`src/rtl/data_mem_arbiter_pkg.sv`:
```
// -----------------------------------------------------------------------------
// data_mem_arbiter_pkg
// Shared encodings for the data-memory arbiter:
//   arb_state_t : FSM state encoding (2 bits)
//   arb_gnt_t   : which requester won the IDLE grant this cycle
// -----------------------------------------------------------------------------
package data_mem_arbiter_pkg;

    typedef enum logic [1:0] {
        ARB_IDLE    = 2'd0,
        ARB_CORE_RD = 2'd1,
        ARB_LCD_RD  = 2'd2
    } arb_state_t;

    typedef enum logic [2:0] {
        GNT_NONE       = 3'd0,
        GNT_LCD_STARVE = 3'd1,
        GNT_CORE_WR    = 3'd2,
        GNT_CORE_RD    = 3'd3,
        GNT_LCD        = 3'd4
    } arb_gnt_t;

endpackage

```
`src/rtl/data_mem_arbiter.sv`:
```
// -----------------------------------------------------------------------------
// data_mem_arbiter
// Shares the single data-RAM port between the core load/store stage and the
// LCD memory reader. The core has priority; a starvation counter lets the LCD
// preempt a pending core request after STARVE_LIMIT refused cycles.
//
// Ports:
//   clk, rst                  system clock, synchronous active-high reset
//   core_rd_en/core_wr_en     core load/store request (held until core_stall==0)
//   core_addr/core_wdata      core address / store data
//   core_rdata/core_rvalid    load data passthrough / load-complete strobe
//   core_stall                freeze the core pipeline this cycle
//   lcd_rd_en/lcd_addr        LCD read request (level) / address
//   lcd_rdata/lcd_ack         registered LCD data / one-cycle update pulse
//   mem_addr/mem_wdata        RAM address / write data (0 when idle)
//   mem_rd_en/mem_wr_en       RAM strobes (grant cycle only)
//   mem_rdata                 RAM read data, valid RD_LATENCY cycles after mem_rd_en
//
// Optional feature (macro ARB_PERF_CNT_EN):
//   perf_core_stalls   cycles with core_stall==1
//   perf_lcd_preempts  LCD grants won through the starvation rule
//
// state       | meaning
// ------------+-------------------------------------------------------------
// ARB_IDLE    | port free; grant decided combinationally this cycle
// ARB_CORE_RD | core read in flight; rvalid when lat_cnt reaches 0
// ARB_LCD_RD  | LCD read in flight; capture into lcd_rdata when lat_cnt is 0
// -----------------------------------------------------------------------------
module data_mem_arbiter
    import data_mem_arbiter_pkg::*;
#(
    parameter int ADDR_WIDTH   = 32,
    parameter int DATA_WIDTH   = 32,
    parameter int RD_LATENCY   = 1,
    parameter int STARVE_LIMIT = 8
) (
    input  logic                  clk,
    input  logic                  rst,
    input  logic                  core_rd_en,
    input  logic                  core_wr_en,
    input  logic [ADDR_WIDTH-1:0] core_addr,
    input  logic [DATA_WIDTH-1:0] core_wdata,
    output logic [DATA_WIDTH-1:0] core_rdata,
    output logic                  core_rvalid,
    output logic                  core_stall,
    input  logic                  lcd_rd_en,
    input  logic [ADDR_WIDTH-1:0] lcd_addr,
    output logic [DATA_WIDTH-1:0] lcd_rdata,
    output logic                  lcd_ack,
    output logic [ADDR_WIDTH-1:0] mem_addr,
    output logic [DATA_WIDTH-1:0] mem_wdata,
    output logic                  mem_rd_en,
    output logic                  mem_wr_en,
    input  logic [DATA_WIDTH-1:0] mem_rdata
`ifdef ARB_PERF_CNT_EN
    ,
    output logic [31:0]           perf_core_stalls,
    output logic [31:0]           perf_lcd_preempts
`endif
);

    localparam int LAT_W    = (RD_LATENCY > 1) ? $clog2(RD_LATENCY) : 1;
    localparam int STARVE_W = $clog2(STARVE_LIMIT + 1);
    localparam logic [LAT_W-1:0]    LAT_INIT  = LAT_W'(RD_LATENCY - 1);
    localparam logic [STARVE_W-1:0] STARVE_TC = STARVE_W'(STARVE_LIMIT);

    arb_state_t          state;
    arb_state_t          state_nxt;
    arb_gnt_t            gnt;
    logic [LAT_W-1:0]    lat_cnt;
    logic [STARVE_W-1:0] starve_cnt;
    logic                lat_done;
    logic                lcd_gnt;
    logic                core_req;
    logic                lcd_cap;

    assign lat_done = (lat_cnt == '0);
    assign lcd_gnt  = (gnt == GNT_LCD_STARVE) || (gnt == GNT_LCD);
    assign core_req = core_rd_en || core_wr_en;

    // Grant decision, only meaningful in IDLE. Suppressed during reset so no
    // RAM strobe escapes while rst is high.
    always_comb begin
        gnt = GNT_NONE;
        if (!rst && state == ARB_IDLE) begin
            if (lcd_rd_en && starve_cnt == STARVE_TC) begin
                gnt = GNT_LCD_STARVE;
            end else if (core_wr_en) begin
                gnt = GNT_CORE_WR;
            end else if (core_rd_en) begin
                gnt = GNT_CORE_RD;
            end else if (lcd_rd_en) begin
                gnt = GNT_LCD;
            end
        end
    end

    // State register
    always_ff @(posedge clk) begin
        if (rst) begin
            state <= ARB_IDLE;
        end else begin
            state <= state_nxt;
        end
    end

    // Next-state logic
    always_comb begin
        state_nxt = state;
        case (state)
            ARB_IDLE: begin
                if (gnt == GNT_CORE_RD) begin
                    state_nxt = ARB_CORE_RD;
                end else if (lcd_gnt) begin
                    state_nxt = ARB_LCD_RD;
                end
            end
            ARB_CORE_RD, ARB_LCD_RD: begin
                if (lat_done) begin
                    state_nxt = ARB_IDLE;
                end
            end
            default: state_nxt = ARB_IDLE;
        endcase
    end

    // Outputs. rvalid/capture are gated by rst so a read in flight when
    // reset arrives never completes.
    always_comb begin
        mem_addr    = '0;
        mem_wdata   = '0;
        mem_rd_en   = 1'b0;
        mem_wr_en   = 1'b0;
        core_rvalid = 1'b0;
        core_rdata  = '0;
        core_stall  = 1'b0;
        lcd_cap     = 1'b0;

        case (gnt)
            GNT_CORE_WR: begin
                mem_addr  = core_addr;
                mem_wdata = core_wdata;
                mem_wr_en = 1'b1;
            end
            GNT_CORE_RD: begin
                mem_addr  = core_addr;
                mem_rd_en = 1'b1;
            end
            GNT_LCD_STARVE, GNT_LCD: begin
                mem_addr  = lcd_addr;
                mem_rd_en = 1'b1;
            end
            default: ;
        endcase

        if (!rst && lat_done) begin
            core_rvalid = (state == ARB_CORE_RD);
            lcd_cap     = (state == ARB_LCD_RD);
        end
        if (core_rvalid) begin
            core_rdata = mem_rdata;
        end

        // The core keeps stalling unless this cycle completes its access:
        // the write grant or the read-data cycle.
        if (!rst && core_req) begin
            core_stall = ((state != ARB_IDLE) && !core_rvalid) ||
                         lcd_gnt || (gnt == GNT_CORE_RD);
        end
    end

    // Read-latency down-counter, loaded on entry to either read state
    always_ff @(posedge clk) begin
        if (rst) begin
            lat_cnt <= '0;
        end else if (state == ARB_IDLE && state_nxt != ARB_IDLE) begin
            lat_cnt <= LAT_INIT;
        end else if (state != ARB_IDLE && !lat_done) begin
            lat_cnt <= lat_cnt - 1'b1;
        end
    end

    // Starvation counter: counts refused LCD cycles, saturates at the limit
    always_ff @(posedge clk) begin
        if (rst || !lcd_rd_en || lcd_gnt) begin
            starve_cnt <= '0;
        end else if (starve_cnt != STARVE_TC) begin
            starve_cnt <= starve_cnt + 1'b1;
        end
    end

    // LCD data register; ack lines up with the new data
    always_ff @(posedge clk) begin
        if (rst) begin
            lcd_rdata <= '0;
            lcd_ack   <= 1'b0;
        end else begin
            lcd_ack <= lcd_cap;
            if (lcd_cap) begin
                lcd_rdata <= mem_rdata;
            end
        end
    end

`ifdef ARB_PERF_CNT_EN
    always_ff @(posedge clk) begin
        if (rst) begin
            perf_core_stalls  <= '0;
            perf_lcd_preempts <= '0;
        end else begin
            if (core_stall) begin
                perf_core_stalls <= perf_core_stalls + 32'd1;
            end
            if (gnt == GNT_LCD_STARVE) begin
                perf_lcd_preempts <= perf_lcd_preempts + 32'd1;
            end
        end
    end
`endif

endmodule
```
`config.mk`:
```
export PLATFORM = sky130hd
export DESIGN_NAME = data_mem_arbiter
export DESIGN_NICKNAME = d
export VERILOG_FILES = /design/src/rtl/data_mem_arbiter_pkg.sv /design/src/rtl/data_mem_arbiter.sv
export SDC_FILE = /design/constraint.sdc
export NUM_CORES = 1
export LEC_CHECK = 0
export ABC_CLOCK_PERIOD_IN_PS = 1630
export CORE_ASPECT_RATIO = 0.7
export CORE_UTILIZATION = 26
export DETAILED_ROUTE_END_ITERATION = 12
export GPL_ROUTABILITY_DRIVEN = 0
export PLACE_DENSITY = 0.84
export REMOVE_ABC_BUFFERS = 1
export SLEW_MARGIN = 25
export SYNTH_ARGS = -nofsm -noshare
export SYNTH_HDL_FRONTEND = slang
export SYNTH_SLANG_ARGS = --single-unit
```
`constraint.sdc`:
```
create_clock -name clk -period 1.63 [get_ports clk]
set_input_delay 0.326 -clock clk [delete_from_list [all_inputs] [get_ports clk]]
set_output_delay 0.326 -clock clk [all_outputs]
set_load 0.005 [all_outputs]
```
==> run_results.csv <==
group,metric,value,unit
sta,timing.hold.ws,475,ps
setup_path,rr_endpoint,"starve_cnt[1]",
outcome,status,"finished with violations",
setup_path,worstSetupEndpointType,"output pin",
final_layout,multi_input_area,1870,um^2
setup_path,reg2reg_slack,-210,ps
synthesis,yosys_warnings,0,
sta,tns,-47880,ps
synthesis,top_flip_flop_cell_by_instance_count_after_synthesis,"sky130_fd_sc_hd__dfxtp_1",
pwr,vdd_ir_drop_max,0.402,mV
routing,first_iter_violations,120,
setup_path,worstSetupStartpointType,"flop",
routing,first_pass_iters,4,
sta,timing.fmax,455,MHz
final_layout,flow.area_growth_from_synthesis,160,%
synthesis,netlist_area,2560,um^2
global_route,antenna_violations_before_repair,0,
cts,tritoncts_num_sinks,40,
global_route,first_pass_grt_wire_length,19900,um
cts,max-clock-path-buffers,2,
synthesis,postSynthRegisterBits,40,
sta,setup_violations,102,
setup_path,worstPathMaxFanout,6,
floorplan,die_x,121,um
floorplan,design.die.area,10200,um^2
outcome,failed_checks,"negative setup slack",
hold_path,min_path_type,"reg -> reg",
pwr,leak_pwr,2.86,nW
synthesis,yosys.cell_types.count,38,
final_layout,insertedDiodeCount,0,
routing,routedWlPerCell,17.8,um
synthesis,netlist_top_cells_area,"sky130_fd_sc_hd__dfxtp_1 31%, sky130_fd_sc_hd__and2_1 16%, sky130_fd_sc_hd__a22o_1 10%",
setup_path,worstPathRequired,1300,ps
routing,route.final.wire_length,13800,um
synthesis,synth_top_area_share,0.313,
synthesis,synth_enable_flop_cells,0,
setup_path,timing.critical_path.from,"starve_cnt[0]",
sta,finalCritPeriodShare,1.35,
cts,cts_inserted_buffers,5,
floorplan,die_h,85.0,um
floorplan,fp.coreArea,9290,um^2
sta,slew_headroom,0.758,
synthesis,synth_top_area_cell,"sky130_fd_sc_hd__dfxtp_1",
routing,drc_errors,0,
sta,finalClockSkew,2.94,ps
sta,final.min_clock_period,2200,ps
cts,ctsRootBufferMaster,"sky130_fd_sc_hd__clkbuf_16",
place,total_half_perimeter_wirelength_after_legalization_and_detailed_placement,8820,um
place,port_buffers,265,
sta,worst_margin_pin_slew,360,ps
sta,post-route-worst-setup-slack,-570,ps
synthesis,synth.yosys.seq_area_share,0.313,
cts,clock_insertion_delay_worst_skew,280,ps
final_layout,fillerInstances,664,
floorplan,row_count,29,
global_route,via_count_of_the_first_global_routing_pass,3706,
cts,postCtsHoldBufs,0,
setup_path,worst_setup_path_endpoint,"mem_addr[25]",
cts,cts_tree,"built",
setup_path,worst-r2r-cell-count,13,
floorplan,pin_count,266,
sta,final-hold-violation-count,0,
synthesis,synthArstFlopShare,0,
setup_path,critical_path_class,"reg -> out",
cts,path_clk_slew,60,ps
global_route,global_route.usage.total,0.249,
setup_path,rr_startpoint,"starve_cnt[0]",
routing,postRouteAntennaNets,0,
floorplan,starting_utilization_of_the_core_area,0.275,
synthesis,syn_avg_cell_area,8.14,um^2
final_layout,final_layout_size_suffix_gt1_frac,0.458,
routing,vias,3560,
routing,post_drt_via_cell_ratio,4.57,
cts,htree_num_levels,2,
pwr,power.density,512,nW/um^2
global_route,grt_start_max_net_pins,66,
global_route,globalRoute.totalOverflow,0,
job,cap_viol_max_count,0,
synthesis,number_of_instances_in_the_synthesized_netlist,314,
setup_path,worst_ep_arrival_time,1870,ps
sta,grt_setup_unrepaired,"true",
sta,timing.final.max_slew_violations,0,
final_layout,area.sequential,806,um^2
final_layout,finish.net_count,793,
==> cells by family (layout without fill, tap and decap cells) <==
kind of cell | count (synthesis) | in the layout | share of synthesized area
compound gates | 74 | 74 | 0.205
flops | 40 | 40 | 0.313
xor+xnor | 3 | 3 | 0.0103
buf+inv | 28 | 369 | 0.0675
fa+ha+maj | 6 | 6 | 0.0294
simple gates | 163 | 163 | 0.375
==> area by class of cell <==
cell class | instances | share of cell area
Clock inverter | 1 | 0.00452
Multi-Input combinational cell | 246 | 0.282
Inverter | 4 | 0.00226
Tap cell | 124 | 0.0233
Clock buffer | 7 | 0.0230
Sequential cell | 40 | 0.121
Timing Repair Buffer | 357 | 0.544
==> metal layers <==
layer / wire (um) / track usage / vias up
met5: 0 / 0 / -
met4: 181 / 0.0516 / 0
met3: 793 / 0.0672 / 19
met2: 7240 / 0.451 / 113
met1: 5630 / 0.295 / 1689
li1: - / - / 1739
==> state kept, by name, indices dropped and copies added (netlist names) <==
name,flops
lat_cnt,1
lcd_rdata,32
state,2
starve_cnt,4
lcd_ack,1
==> worst min-delay path by stage <==
stage                         end           from  cells after the start  slack [ps]
finish              lcd_rdata[14]  lcd_rdata[14]                      2         470
detailed placement  lcd_rdata[10]  lcd_rdata[10]                      2         460
global route        lcd_rdata[11]  lcd_rdata[11]                      2         490
floorplan                state[1]            rst                      1         400
global placement    lcd_rdata[12]  lcd_rdata[12]                      2         460
CTS                 lcd_rdata[10]  lcd_rdata[10]                      2         470
==> cells in the mapped netlist (4+ instances only) <==
library cell	number
sky130_fd_sc_hd__ha_1	6
sky130_fd_sc_hd__nor2b_1	4
sky130_fd_sc_hd__a21oi_1	6
sky130_fd_sc_hd__a22o_1	30
sky130_fd_sc_hd__nand2b_1	33
sky130_fd_sc_hd__and2_1	64
sky130_fd_sc_hd__nand2_1	40
sky130_fd_sc_hd__dfxtp_1	40
sky130_fd_sc_hd__inv_1	4
sky130_fd_sc_hd__buf_2	6
sky130_fd_sc_hd__clkbuf_1	7
sky130_fd_sc_hd__buf_6	7
sky130_fd_sc_hd__o21ai_0	32
==> critical path, cell delays in order (launching register included) <==
cell and delay [ps]:
sky130_fd_sc_hd__dfxtp_2 320, sky130_fd_sc_hd__inv_2 70, sky130_fd_sc_hd__ha_4 140, sky130_fd_sc_hd__nand4b_1 150
sky130_fd_sc_hd__buf_4 200, sky130_fd_sc_hd__nand2_4 60, sky130_fd_sc_hd__nor2_4 50, sky130_fd_sc_hd__buf_6 130
sky130_fd_sc_hd__clkbuf_16 150, sky130_fd_sc_hd__a22o_1 190, sky130_fd_sc_hd__buf_2 130
==> through the flow <==
stage	total power [W]	util	instance area, um^2	std cells	setup WS (ps)
finish	0.00340	0.716	6650	779	-570
global route	0.00355	0.716	6650	779	-627
CTS	0.00334	0.690	6410	776	-589
detailed placement	0.00201	0.606	5630	726	-964
global placement	0.00199	0.606	5630	726	-938
floorplan	0.00127	-	2400	290	-2470
==> repair_timing <==
| action | 4_1_cts | 5_1_grt |
|---|---|---|
| setup buffers | 35 | 6 |
| setup endpoints to repair | 102 | 104 |
| gates cloned | 9 | 1 |
| endpoints found under the hold margin | 0 | 0 |
| pin swaps | 62 | 45 |
| gates resized for setup | 533 | 65 |
==> power breakdown <==
part | total [W] | switching [W] | internal [W]
Combinational | 0.00120 | 0.000398 | 0.000803
Clock | 0.00119 | 0.000382 | 0.000806
Sequential | 0.00102 | 0.0000131 | 0.00100
==> placed cells by master, fill, tap and decap left out, types with 6 or more instances in the layout <==
| cell type | instances |
|---|---|
| sky130_fd_sc_hd__nand2b_1 | 33 |
| sky130_fd_sc_hd__buf_2 | 33 |
| sky130_fd_sc_hd__buf_12 | 7 |
| sky130_fd_sc_hd__o21ai_0 | 32 |
| sky130_fd_sc_hd__buf_4 | 50 |
| sky130_fd_sc_hd__clkbuf_16 | 6 |
| sky130_fd_sc_hd__dfxtp_1 | 36 |
| sky130_fd_sc_hd__buf_16 | 8 |
| sky130_fd_sc_hd__nand2_1 | 37 |
| sky130_fd_sc_hd__clkdlybuf4s50_1 | 163 |
| sky130_fd_sc_hd__a22o_1 | 30 |
| sky130_fd_sc_hd__and2_4 | 62 |
| sky130_fd_sc_hd__buf_6 | 88 |
Power figures use the tool's default switching activity.
